$ cat config.mk
export PLATFORM = sky130hd
export DESIGN_NAME = serial_adder_ctrl
export DESIGN_NICKNAME = d
export VERILOG_FILES = /design/src/rtl/serial_adder_ctrl_pkg.sv /design/src/rtl/serial_adder_ctrl_fulladder.sv /design/src/rtl/serial_adder_ctrl.sv
export SDC_FILE = /design/constraint.sdc
export NUM_CORES = 1
export LEC_CHECK = 0
export CAP_MARGIN = 25
export CORE_ASPECT_RATIO = 1.2
export CORE_UTILIZATION = 30
export CTS_CLUSTER_DIAMETER = 50
export CTS_CLUSTER_SIZE = 12
export DETAILED_ROUTE_END_ITERATION = 8
export SLEW_MARGIN = 20
export SYNTH_ARGS = -nofsm -noshare
export SYNTH_HDL_FRONTEND = slang
export SYNTH_HIERARCHICAL = 1
export SYNTH_SLANG_ARGS = --single-unit
$ cat constraint.sdc
create_clock -name clk -period 3.4 [get_ports clk]
set_input_delay 0.34 -clock clk [delete_from_list [all_inputs] [get_ports clk]]
set_output_delay 0.34 -clock clk [all_outputs]
set_load 0.1 [all_outputs]
$ cat src/rtl/serial_adder_ctrl_pkg.sv
// serial_adder_ctrl_pkg: shared FSM encoding and default operand width
package serial_adder_ctrl_pkg;
  localparam int WIDTH_DEF = 8;
  typedef enum logic [1:0] {IDLE, RUN, DONE} state_t;
endpackage

$ cat src/rtl/serial_adder_ctrl_fulladder.sv
// fulladder: single-bit full-adder cell
module fulladder (
  input  logic a,
  input  logic b,
  input  logic c,
  output logic sum,
  output logic carry
);
  assign sum   = a ^ b ^ c;
  assign carry = (a & b) | (c & (a ^ b));
endmodule

$ cat src/rtl/serial_adder_ctrl.sv
// serial_adder_ctrl: bit-serial LSB-first add/subtract through one full-adder cell
module serial_adder_ctrl
  import serial_adder_ctrl_pkg::*;
#(
  parameter int WIDTH = WIDTH_DEF
) (
  input  logic             clk,
  input  logic             rst,
  input  logic             start,
  input  logic             sub,
  input  logic [WIDTH-1:0] a,
  input  logic [WIDTH-1:0] b,
  output logic             busy,
  output logic             done,
  output logic [WIDTH-1:0] result,
  output logic             cout,
  output logic             ovf
);
  localparam int CW = $clog2(WIDTH);
  state_t state;
  logic [WIDTH-1:0] sa, sb;
  logic [CW-1:0] cnt;
  logic carry, s, co;
  fulladder u_fa (.a(sa[0]), .b(sb[0]), .c(carry), .sum(s), .carry(co));
  always_ff @(posedge clk) begin
    if (rst) begin
      state  <= IDLE;
      busy   <= 1'b0;
      done   <= 1'b0;
      result <= '0;
      cout   <= 1'b0;
      ovf    <= 1'b0;
      sa     <= '0;
      sb     <= '0;
      carry  <= 1'b0;
      cnt    <= '0;
    end else begin
      case (state)
        IDLE: begin
          done <= 1'b0;
          if (start) begin
            sa     <= a;
            sb     <= sub ? ~b : b;
            carry  <= sub;
            cnt    <= '0;
            result <= '0;
            busy   <= 1'b1;
            state  <= RUN;
          end
        end
        RUN: begin
          result <= {s, result[WIDTH-1:1]};
          sa     <= sa >> 1;
          sb     <= sb >> 1;
          carry  <= co;
          cnt    <= cnt + 1'b1;
          if (cnt == CW'(WIDTH - 1)) begin
            cout  <= co;
            ovf   <= carry ^ co;
            busy  <= 1'b0;
            done  <= 1'b1;
            state <= DONE;
          end
        end
        DONE: begin
          done  <= 1'b0;
          state <= IDLE;
        end
        default: state <= IDLE;
      endcase
    end
  end
endmodule
==> reports/summary.txt <==
area of the multi-input gates: 691.9 um^2
Post-synth EDFFs: 0
Final WS setup: 1.268 ns
Final Non-Filler Cells: 240
post-synthesis compound-gate area fraction: 0.2660
CTS clk-pin slew, worst paths: 0.07 ns
DP Wirelength: 2060 um
Slew Viols, Final: 0
Core Area: 4628 um^2
fin nets: 205
Data required, critical path: 3.06 ns
critical path depth: 1
Synth area leaders: dfxtp_1 47%, a22oi_1 8.7%, nor2_1 7.7%
Clock Tree Root: clkbuf_8
syn_area_per_cell: 9.257 um^2
Crit Path Max Fanout: 3
RR Startpoint: state[0]
post_cts resized: 0
# hold bufs at CTS: 0
r2r setup slk: 1.70 ns
Port Buf Inserts: 31
Power Total: 0.8422 mW
Worst Skew: 0.004884 ns
crit-path leading delay family: buffers and inverters
post-route ant nets: 0
vias per cell: 5.033
Post-Syn Instances: 158
FF-to-FF path depth: 3
cell taking the most area after synthesis: dfxtp_1
Power Dens Cells: 454.2 nW/um^2
Unique masters post-synth: 30
CP Cell Sequence: clkdlybuf4s50_1
most frequent cell after synthesis: dfxtp_1
Fmax: 0.4691 GHz
Max Root-Sink Buffers: 2
main combinational cell family by area after synthesis: compound AO/OA/AOI/OAI gates
leakage power: 0.6626 nW
# Post-CTS Setup Buffers: 0
hold path depth: 1
Critical Path AT: 1.79 ns
post-placement cell count: 233
Slowest-stage cell, CP: clkdlybuf4s50_1
worst-skew pair later-pin latency: 0.28 ns
Congestion Overflow GR: 0
reg2reg end: sb[2]
worst-margin pin slew: 0.9660 ns
fin util: 0.4006
CP bufs+invs: 1
vias in the first global route: 1098
largest net degree at the start of global routing: 36
Max Cap Viol: 0
worst slack, placed: 1.353 ns
CTS tree: done
synth cell count leaders: 34 x dfxtp_1, 30 x nor2_1, 17 x a22oi_1
layout cells sized above 1: 0.04945
Filler cells: 495
multiplexer share of the synthesized area: 0.006843
type of origin of the critical path: register
Worst Hold End: cnt[0]
Async SR Flop Fraction: 0
Crit. End Element: output port
Post-Syn Area: 1463 um^2
outcome: complete, no violations
Die Ht: 78.49 um
final setup fails: 0
Final Hold Viols: 0
clock sinks: 34
Yosys top cell area share: 0.4654
io pins: 32
RD Place Congestion: 0.7166
initial antenna violation count: 0
DR pass1 iterations: 4
Initial Util: 0.3160
Post-Syn Nets: 181
Avg WL per Cell: 12.53 um
die width: 65.74 um
post-synthesis sequential area ratio: 0.4654
Post-Synth XOR/XNOR Area: 0.05389
hold slack: 0.4808 ns
Ys Warns: 6
CTS buffer count: 5
H-tree levels: 2
DIE AREA: 5160 um^2
DRC Markers: 0
post-route setup TNS: 0 ns
DR vias: 1208
Synth Area in Adders: 0.03080
routed wire length: 3006 um
global-route wire length before repair: 5140 um
antenna diode count: 0
Placed Area: 1778 um^2
All-Layer GR Usage: 0.1313
Cell Rows: 27
area grow syn2layout: 26.78%
Post-Synth Simple-Gate Area: 0.1155
hold path start: cnt[0]
Hold Path Class: register to register
part of the cycle the worst path needs: 0.6270
RSZ-0062 raised after global routing: no
CP peak stage delay: 1.15 ns
min Tclk post-route: 2.132 ns
Peak VDD IR: 0.0001849 V
max_slew headroom: 0.3540
CP Class: register to output port
flops & latches, synth: 34
drt first-iter violations: 97
Post-Layout Inst Area: 1854 um^2
Storage cell area: 680.7 um^2
Most used DFF post-synth: dfxtp_1
-- kinds of logic after synthesis --
family | after synthesis
AO/OA/AOI/OAI | 52
AND/OR/NAND/NOR | 40
flip-flops | 34
buffers and inverters | 19
XOR/XNOR | 9
adder cells (fa/ha/maj) | 3
multiplexers | 1
-- power breakdown --
part	internal (mW)	total (mW)	switching, mW
Combinational	0.0592	0.131	0.0716
Sequential	0.421	0.439	0.0179
Clock	0.141	0.272	0.131
-- final cells by class --
cell class / count / area share
Multi-Input combinational cell: 105 / 0.3731
Timing Repair Buffer: 32 / 0.1714
Clock buffer: 7 / 0.04116
Tap cell: 58 / 0.03914
Inverter: 4 / 0.008097
Sequential cell: 34 / 0.3671
-- registers in the layout, indices dropped and copies added (netlist names) --
register	count
done	1
carry	1
cout	1
sb	8
result	8
busy	1
ovf	1
state	2
sa	8
cnt	3
-- how the worst max path moves through the flow --
stage	from	endpoint
6_report	result[7]	result[7]
2_1_floorplan	busy	busy
3_5_place_dp	start	sb[2]
3_3_place_gp	start	sb[6]
5_1_grt	result[3]	result[3]
4_1_cts	result[7]	result[7]
-- cells in the final DEF (no fill, tap or decap), drive strengths merged --
cell           instances
xnor2                  7
xor2                   2
buf                    1
a211oi                10
a22oi                 17
o21ba                  1
a221oi                 1
or4                    1
nand2                  3
nor2b                  1
ha                     2
a21oi                  3
o21ai                  3
a32oi                  1
fa                     1
nor3                   2
inv                    3
o22ai                  8
nor2                  30
clkdlybuf4s50         31
nand3b                 1
o21bai                 1
clkbuf                 7
clkinv                 1
o2bb2ai                7
and2b                  1
mux2i                  1
dfxtp                 34
nand2b                 1
-- layer usage --
layer,global-route usage,part of all wire,vias to the layer above
met4,0.05870,0.017,0
met1,0.1702,0.46,558
met3,0.03779,0.042,8
li1,-,-,614
met2,0.1980,0.48,28
met5,0,0,-
Note: power is estimated with default switching activity, not from simulation.
